**src/rtl/mem_seq_ctrl.sv**
```systemverilog
// mem_seq_ctrl: sequences 32-bit CPU loads/stores onto a byte-wide memory
// with a registered read port. Requests are latched at the handshake. The
// controller then walks the byte lanes one per cycle in little-endian order,
// with addresses wrapping modulo 2**ADDRW. It returns one registered
// completion pulse.
//
// Optional feature: define MEM_SEQ_MISALIGN_TRAP_EN to reject misaligned
// half/word accesses with rsp_err instead of performing them byte-wise.
module mem_seq_ctrl #(
    parameter int ADDRW = 8
) (
    input  logic             clk,
    input  logic             rst_n,
    input  logic             req_valid,
    output logic             req_ready,
    input  logic             req_we,
    input  logic [1:0]       req_size,
    input  logic             req_unsigned,
    input  logic [31:0]      req_addr,
    input  logic [31:0]      req_wdata,
    output logic             rsp_valid,
    output logic [31:0]      rsp_rdata,
    output logic             rsp_err,
    output logic             mem_we,
    output logic [ADDRW-1:0] mem_waddr,
    output logic [7:0]       mem_wdata,
    output logic [ADDRW-1:0] mem_raddr,
    input  logic [7:0]       mem_rdata
);

    typedef enum logic [2:0] {
        IDLE   = 3'd0,
        STORE  = 3'd1,
        LOAD   = 3'd2,
        LDWAIT = 3'd3,
        RESP   = 3'd4
    } state_e;

    // FSM and latched request context
    state_e           state_q, state_d;
    logic [1:0]       cnt_q, cnt_d;      // byte lane currently presented to memory
    logic [1:0]       last_q, last_d;    // index of the final byte lane (N-1)
    logic [1:0]       size_q, size_d;
    logic             uns_q, uns_d;
    logic [ADDRW-1:0] base_q, base_d;
    logic [31:0]      wbuf_q, wbuf_d;
    logic [31:0]      rbuf_q, rbuf_d;    // load bytes gathered so far

    // Registered outputs
    logic             mem_we_q, mem_we_d;
    logic [ADDRW-1:0] mem_waddr_q, mem_waddr_d;
    logic [7:0]       mem_wdata_q, mem_wdata_d;
    logic [ADDRW-1:0] mem_raddr_q, mem_raddr_d;
    logic             rsp_valid_q, rsp_valid_d;
    logic [31:0]      rsp_rdata_q, rsp_rdata_d;
    logic             rsp_err_q, rsp_err_d;

    logic             hs;
    logic             misalign;
    logic             reject;
    logic [ADDRW-1:0] req_addr_lo;
    logic [1:0]       req_last;
    logic [1:0]       cnt_inc;
    logic [1:0]       cnt_dec;
    logic [ADDRW-1:0] addr_inc;
    logic [31:0]      ld_word;

    // Upper address bits beyond the memory are intentionally ignored
    if (ADDRW < 32) begin : g_addr_hi
        logic unused_addr_hi;
        assign unused_addr_hi = ^req_addr[31:ADDRW];
    end

    assign req_ready   = (state_q == IDLE);
    assign hs          = req_valid && req_ready;
    assign req_addr_lo = req_addr[ADDRW-1:0];

`ifdef MEM_SEQ_MISALIGN_TRAP_EN
    assign misalign = ((req_size == 2'b01) && req_addr[0]) ||
                      ((req_size == 2'b10) && (req_addr[1:0] != 2'b00));
`else
    assign misalign = 1'b0;
`endif

    assign reject   = (req_size == 2'b11) || misalign;
    assign req_last = (req_size == 2'b00) ? 2'd0 :
                      (req_size == 2'b01) ? 2'd1 : 2'd3;
    assign cnt_inc  = cnt_q + 2'd1;
    assign cnt_dec  = cnt_q - 2'd1;
    assign addr_inc = base_q + ADDRW'(cnt_inc);

    // Sign/zero extension of a completed load according to its size
    function automatic logic [31:0] extend_load(input logic [31:0] w,
                                                input logic [1:0]  sz,
                                                input logic        u);
        logic [31:0] r;
        case (sz)
            2'b00:   r = u ? {24'b0, w[7:0]}  : {{24{w[7]}}, w[7:0]};
            2'b01:   r = u ? {16'b0, w[15:0]} : {{16{w[15]}}, w[15:0]};
            default: r = w;
        endcase
        return r;
    endfunction

    // Final load word: gathered lanes plus the last byte arriving this cycle
    always_comb begin
        ld_word = rbuf_q;
        ld_word[{last_q, 3'b000} +: 8] = mem_rdata;
    end

    // State and request-context registers
    always_ff @(posedge clk or negedge rst_n) begin
        if (!rst_n) begin
            state_q <= IDLE;
            cnt_q   <= '0;
            last_q  <= '0;
            size_q  <= '0;
            uns_q   <= 1'b0;
            base_q  <= '0;
            wbuf_q  <= '0;
            rbuf_q  <= '0;
        end else begin
            state_q <= state_d;
            cnt_q   <= cnt_d;
            last_q  <= last_d;
            size_q  <= size_d;
            uns_q   <= uns_d;
            base_q  <= base_d;
            wbuf_q  <= wbuf_d;
            rbuf_q  <= rbuf_d;
        end
    end

    // Next-state decode
    always_comb begin
        state_d = state_q;
        unique case (state_q)
            IDLE: begin
                if (hs) begin
                    if (reject)      state_d = RESP;
                    else if (req_we) state_d = STORE;
                    else             state_d = LOAD;
                end
            end
            STORE:   if (cnt_q == last_q) state_d = RESP;
            LOAD:    if (cnt_q == last_q) state_d = LDWAIT;
            LDWAIT:  state_d = RESP;
            RESP:    state_d = IDLE;
            default: state_d = IDLE;
        endcase
    end

    // Next values of the datapath and output registers. Outputs are computed
    // one cycle early so that every port except req_ready comes from a flop.
    always_comb begin
        cnt_d       = cnt_q;
        last_d      = last_q;
        size_d      = size_q;
        uns_d       = uns_q;
        base_d      = base_q;
        wbuf_d      = wbuf_q;
        rbuf_d      = rbuf_q;
        mem_we_d    = 1'b0;
        mem_waddr_d = mem_waddr_q;
        mem_wdata_d = mem_wdata_q;
        mem_raddr_d = mem_raddr_q;
        rsp_valid_d = 1'b0;
        rsp_rdata_d = '0;
        rsp_err_d   = 1'b0;

        unique case (state_q)
            IDLE: begin
                if (hs) begin
                    cnt_d  = '0;
                    last_d = req_last;
                    size_d = req_size;
                    uns_d  = req_unsigned;
                    base_d = req_addr_lo;
                    wbuf_d = req_wdata;
                    rbuf_d = '0;
                    if (reject) begin
                        rsp_valid_d = 1'b1;
                        rsp_err_d   = 1'b1;
                    end else if (req_we) begin
                        mem_we_d    = 1'b1;
                        mem_waddr_d = req_addr_lo;
                        mem_wdata_d = req_wdata[7:0];
                    end else begin
                        mem_raddr_d = req_addr_lo;
                    end
                end
            end
            STORE: begin
                if (cnt_q == last_q) begin
                    rsp_valid_d = 1'b1;
                end else begin
                    cnt_d       = cnt_inc;
                    mem_we_d    = 1'b1;
                    mem_waddr_d = addr_inc;
                    mem_wdata_d = wbuf_q[{cnt_inc, 3'b000} +: 8];
                end
            end
            LOAD: begin
                // Read data lags the address by one cycle, so lane cnt-1 lands now
                if (cnt_q != 2'd0) begin
                    rbuf_d[{cnt_dec, 3'b000} +: 8] = mem_rdata;
                end
                if (cnt_q != last_q) begin
                    cnt_d       = cnt_inc;
                    mem_raddr_d = addr_inc;
                end
            end
            LDWAIT: begin
                rsp_valid_d = 1'b1;
                rsp_rdata_d = extend_load(ld_word, size_q, uns_q);
            end
            RESP: begin
            end
            default: begin
            end
        endcase
    end

    // Output registers
    always_ff @(posedge clk or negedge rst_n) begin
        if (!rst_n) begin
            mem_we_q    <= 1'b0;
            mem_waddr_q <= '0;
            mem_wdata_q <= '0;
            mem_raddr_q <= '0;
            rsp_valid_q <= 1'b0;
            rsp_rdata_q <= '0;
            rsp_err_q   <= 1'b0;
        end else begin
            mem_we_q    <= mem_we_d;
            mem_waddr_q <= mem_waddr_d;
            mem_wdata_q <= mem_wdata_d;
            mem_raddr_q <= mem_raddr_d;
            rsp_valid_q <= rsp_valid_d;
            rsp_rdata_q <= rsp_rdata_d;
            rsp_err_q   <= rsp_err_d;
        end
    end

    assign mem_we    = mem_we_q;
    assign mem_waddr = mem_waddr_q;
    assign mem_wdata = mem_wdata_q;
    assign mem_raddr = mem_raddr_q;
    assign rsp_valid = rsp_valid_q;
    assign rsp_rdata = rsp_rdata_q;
    assign rsp_err   = rsp_err_q;

endmodule

```
**config.mk**
```make
export PLATFORM = sky130hd
export DESIGN_NAME = mem_seq_ctrl
export DESIGN_NICKNAME = d
export VERILOG_FILES = /design/src/rtl/mem_seq_ctrl.sv
export SDC_FILE = /design/constraint.sdc
export NUM_CORES = 1
export LEC_CHECK = 0
export CORE_UTILIZATION = 30
export DETAILED_ROUTE_END_ITERATION = 8
export GPL_ROUTABILITY_DRIVEN = 0
export MAX_ROUTING_LAYER = met4
export PLACE_DENSITY = 0.5
export SETUP_SLACK_MARGIN = 0.02
export SLEW_MARGIN = 20
export SYNTH_ARGS = -nofsm -noshare
export SYNTH_HDL_FRONTEND = slang
export SYNTH_SLANG_ARGS = --single-unit
```
**constraint.sdc**
```tcl
create_clock -name clk -period 6.3 [get_ports clk]
set_input_delay 0.63 -clock clk [delete_from_list [all_inputs] [get_ports clk]]
set_output_delay 0.63 -clock clk [all_outputs]
set_load 0.05 [all_outputs]
```
After elaboration in Yosys (flattened, before gate mapping)

Index checks and enable logic that the tools add are counted.
Widths: inputs -> output; s select.

Divide/modulo/power cells: 0
Reductions and logical operators: 14
Shift-type cells: 5
Add/sub/neg operators: 5
Bitwise operators: 0
Multiply operators: 0
Mux-type cells: 46
Equal/unequal tests: 17
$lt $le $gt $ge: 0

Operators with widths:

| cell                   | count |
|---|---|
| $mux 32                | 5 |
| $pmux 32 s2            | 2 |
| $mux 8                 | 12 |
| $bwmux 32              | 2 |
| $shift 8x7->32 const A | 2 |
| $shiftx 8x7->32        | 2 |
| $pmux 8 s2             | 3 |
| $shiftx 32x6->8        | 1 |
| $ne 2x2->1 const B     | 7 |
| $neg 5->7              | 2 |
| $mux 2                 | 6 |
| $mux 3                 | 4 |
| $pmux 3 s4             | 1 |
| $reduce_and 5->1       | 2 |
| $add 8x2->8            | 1 |
| $mux 1                 | 8 |
| $eq 3x2->1 const B     | 2 |
| $pmux 2 s3             | 1 |
| $reduce_and 3->1       | 2 |
| $reduce_bool 2->1      | 3 |
| $eq 2x1->1 const B     | 2 |
| $logic_not 2->1        | 2 |
| $ne 2x1->1 const B     | 2 |
| $reduce_and 4->1       | 1 |
| 12 further kinds       | 12 |

Latch bits: 0
Bits in read-only memories: 0
Bits in writable memories: 0
Memories kept: 0
Flip-flop bits (word level): 141

Logic depth before layout (Yosys ltp)

Word-level depth: 6
Mapped depth: 9
Depth with buffers taken out: 7

Worst setup path after synthesis

Ideal clock, no wire load.

Path type: flip-flop to flip-flop
From: register cnt_q[0]
To: register mem_wdata_q[1] (netlist: mem_wdata[1])
Path slack: 3,773 ps
Period minus slack after synthesis: 2,527 ps
Data required time: 6,173 ps
Arrival: 2,400 ps
Cell stages (with the launch flop): 9
Library setup time: 127 ps
Path buffers: 3
Path through: dfrtp_1 > buf_2 > buf_4 > inv_1 > ha_1 > clkbuf_1 > mux4_2 > mux2_2 > mux2_1

Word-level cells in the longest chain between the ends: 4
Elaborated cells between the ends (all ways): 7

Ends and longest elaborated chain:

| item                     | RTL line | text |
|---|---|---|
| start: declaration       | 41       | `logic [1:0] cnt_q, cnt_d;` |
| start signal: assignment | 124      | `cnt_q <= cnt_d;` |
| $add 2x1->2              | 88       | `assign cnt_inc = cnt_q + 2'd1;` |
| $shiftx 32x6->8          | 200      | `mem_wdata_d = wbuf_q[{cnt_inc, 3'b000} +: 8];` |
| $mux 8                   | 194      | `if (cnt_q == last_q) begin` |
| $pmux 8 s2               | 171      | `unique case (state_q)` |
| end signal: assignment   | 237      | `mem_wdata_q <= mem_wdata_d;` |
| end: declaration         | 52       | `logic [7:0] mem_wdata_q, mem_wdata_d;` |

Parallel ways exist; a longest one is shown, timed or not. The select of a mux whose other input is x is not followed.
A chain may end at the register's enable or synchronous reset.

Worst setup path in the final report

From: register cnt_q[0]
To: register mem_raddr_q[3] (netlist: mem_raddr[3])

Word-level cells in the longest chain between the ends: 4
Elaborated cells between the ends (all ways): 7

Ends and longest elaborated chain:

| item                   | RTL line | text |
|---|---|---|
| $add 2x1->2            | 88       |  |
| $add 8x2->8            | 90       | `assign addr_inc = base_q + ADDRW'(cnt_inc);` |
| $mux 8                 | 208      | `if (cnt_q != last_q) begin` |
| $pmux 8 s2             | 171      |  |
| end signal: assignment | 238      | `mem_raddr_q <= mem_raddr_d;` |
| end: declaration       | 53       | `logic [ADDRW-1:0] mem_raddr_q, mem_raddr_d;` |

Parallel ways exist; a longest one is shown, timed or not. The select of a mux whose other input is x is not followed.

==> impl_metrics.py <==
metrics = {
    "floorplan": {
        "rows": 53,
        "die_area_sq_um": 22400,
        "io_pins": 139,
        "die_h_um": 150,
        "start_util": 0.309,
        "die_w_um": 150,
        "coreArea_sq_um": 21200,
    },
    "sta": {
        "clock_skew_ps": 9.73,
        "maxSlewHeadroom": 0.328,
        "hold_violations": 0,
        "period_minus_slack_ps": 3490,
        "tightest_slew_ps": 1010,
        "max_freq_mhz": 286,
        "period_share": 0.554,
        "grt_setup_unrepaired": "no",
        "finalSetupViolCount": 0,
        "maxSlewViolCount": 0,
        "fin_tns_setup_ps": 0,
    },
    "yosys": {
        "synth_warnings": 0,
        "async_flop_share": 1.00,
        "ys_types": 56,
        "synth-seq-cells": 141,
        "synth.most_common_cell": "nand2_1",
        "netlist_instances": 645,
        "ys.flop_type": "dfrtp_1",
        "synth_edf_count": 0,
        "syn-num-nets": 736,
        "yosysTopAreaCell": "dfrtp_1",
        "synth_top_area_frac": 0.538,
        "synth.avg_cell_area_sq_um": 10.2,
        "synth_area_sq_um": 6560,
        "synthTopCellsByArea": "dfrtp_1 (54%), nand2_1 (9.0%), mux2_2 (4.0%), o21ai_0 (3.3%), a22o_1 (3.1%)",
        "yosys-top-cells-count": "nand2_1 (157), dfrtp_1 (141), o21ai_0 (43)",
        "yosysSeqAreaShare": 0.538,
    },
    "setup_path": {
        "required_ps": 6610,
        "r2r-end": "mem_raddr[3]",
        "crit_type": "register to register",
        "cp-start-kind": "register",
        "cp-endpoint": "mem_raddr[3]",
        "r2r_start": "cnt_q[0]",
        "cp_max_fo": 16,
        "r2r_cells": 7,
        "reg2reg_slack_ps": 2810,
        "crit_arrival_ps": 3810,
        "crit_start": "cnt_q[0]",
        "end_kind": "register",
    },
    "routing": {
        "wl_mm": 16.8,
        "drc": 0,
        "drtPass1Iterations": 5,
        "drt_iter0_drc": 285,
        "wl_met2_mm": 8.14,
        "wl_per_cell_um": 16.3,
        "via_per_inst": 4.85,
        "top_layer": "met4",
        "vias": 5008,
        "ant_nets": 0,
        "wl_met1_mm": 7.58,
        "dr_wl_met3_um": 906,
    },
    "status": {
        "status": "completed",
    },
    "power_and_ir_drop": {
        "p_leak_uw": 0.00377,
        "p_total_uw": 4310,
        "cellPowerDensity_nw_per_um2": 504,
        "vdd_drop_max_v": 0.000275,
    },
    "layout": {
        "finalNetCount": 836,
        "syn2layout_area_growth_pct": 30.4,
        "drive_above_1_share": 0.109,
        "fillers": 2100,
        "final_util": 0.403,
        "antenna_cells": 0,
    },
    "placement": {
        "dp_hpwl_mm": 11.2,
        "numPortBuffers": 114,
    },
    "global_routing": {
        "grt_pass1_vias": 5038,
        "overflow": 0,
        "grt_max_degree": 80,
        "grt_pass1_wl_mm": 27.2,
        "antenna_found_initial": 0,
        "grt_util_all_layers": 0.166,
    },
    "clock_network": {
        "holdBufCountCts": 0,
        "cts.sinks": 141,
        "cts_setup_buffers": 0,
        "cts_buffer_depth": 2,
        "htree_levels": 4,
        "clkTransAtPathRegs_ps": 60,
        "cts-root-buf": "clkbuf_16",
        "cts-resized-gates": 0,
        "cts-buffers-inserted": 17,
        "cts_tree": "yes",
        "insertion_delay_ps": 420,
    },
    "flow_run": {
        "drv_cap": 0,
    },
    "min_path": {
        "hold_class": "input port to async pin",
    },
}
worst max-delay path: stages (launching register included):
cell and delay [ps]:
dfrtp_1 910, inv_1 310, ha_1 850, ha_1 370, a21oi_1 270, a2bb2oi_1 270
a21oi_1 100, mux2_2 300
flip-flops by register name, summed over array words and instances, names as in the netlist, 2 cells and up:
signal	cells
cnt_q	2
rbuf_q	32
base_q	8
rsp_rdata	32
mem_wdata	8
mem_raddr	8
last_q	2
state_q	3
size_q	2
mem_waddr	8
wbuf_q	32
per-layer routing:
layer / global-route usage / vias to the layer above
li1: - / 2414
met2: 0.263 / 162
met1: 0.206 / 2416
met3: 0.0433 / 16
met4: 0.0505 / 0
met5: - / -
cell usage in the layout, fill, tap and decap left out, types with 3 or more instances in the layout:
cell / count
buf_4: 4
dfrtp_1: 141
mux2_4: 5
nor2b_1: 11
nor2_1: 26
o211ai_1: 3
a21oi_1: 40
a31oi_1: 3
or3_1: 3
nor3_1: 20
inv_1: 26
nand2_1: 157
o21ai_1: 3
ha_1: 11
mux4_2: 8
nand3b_1: 5
clkdlybuf4s50_1: 113
inv_6: 6
clkbuf_16: 17
a22o_1: 23
xor2_1: 4
and3b_1: 5
and3_1: 4
bufinv_16: 4
clkinvlp_4: 3
mux2i_1: 3
nand3_1: 5
mux2_2: 23
o21ai_0: 43
nand2b_1: 4
worst min-delay path by stage:
stage,start,endpoint,slack (ps),depth (start not counted)
4_1_cts,rst_n,rsp_rdata[1],260,1
3_5_place_dp,wbuf_q[25],wbuf_q[25],460,2
5_1_grt,rst_n,rsp_rdata[1],290,1
6_report,rst_n,rsp_rdata[1],240,1
3_3_place_gp,wbuf_q[7],wbuf_q[7],450,2
2_1_floorplan,rst_n,base_q[0],330,0
where the power goes:
part | internal [uW] | switching [uW]
Clock | 681 | 411
Combinational | 713 | 1110
Sequential | 1160 | 236
kinds of logic after synthesis:
kind of cell / share of synthesized area
compound gates: 0.123
xor+xnor: 0.00802
fa+ha+maj: 0.0240
buf+inv: 0.0399
flops: 0.538
mux: 0.0847
simple gates: 0.182
area by class of cell:
| cell class | instances | area, sq um | share of cell area |
|---|---|---|---|
| Clock inverter | 14 | 204 | 0.0238 |
| Tap cell | 275 | 344 | 0.0402 |
| Timing Repair Buffer | 118 | 1170 | 0.137 |
| Clock buffer | 18 | 439 | 0.0514 |
| Multi-Input combinational cell | 441 | 2770 | 0.323 |
| Inverter | 26 | 97.6 | 0.0114 |
| Sequential cell | 141 | 3530 | 0.413 |
through the flow:
stage	worst slack (ps)	area, sq um	hold slack, ps	cells
4_1_cts	2730	8550	260	1033
5_1_grt	2450	8550	293	1033
6_report	2810	8550	240	1033
3_5_place_dp	2740	7910	461	1001
3_3_place_gp	2760	7910	453	1001
2_1_floorplan	3770	6560	334	645
No activity file was read; power rests on OpenSTA's default activity.
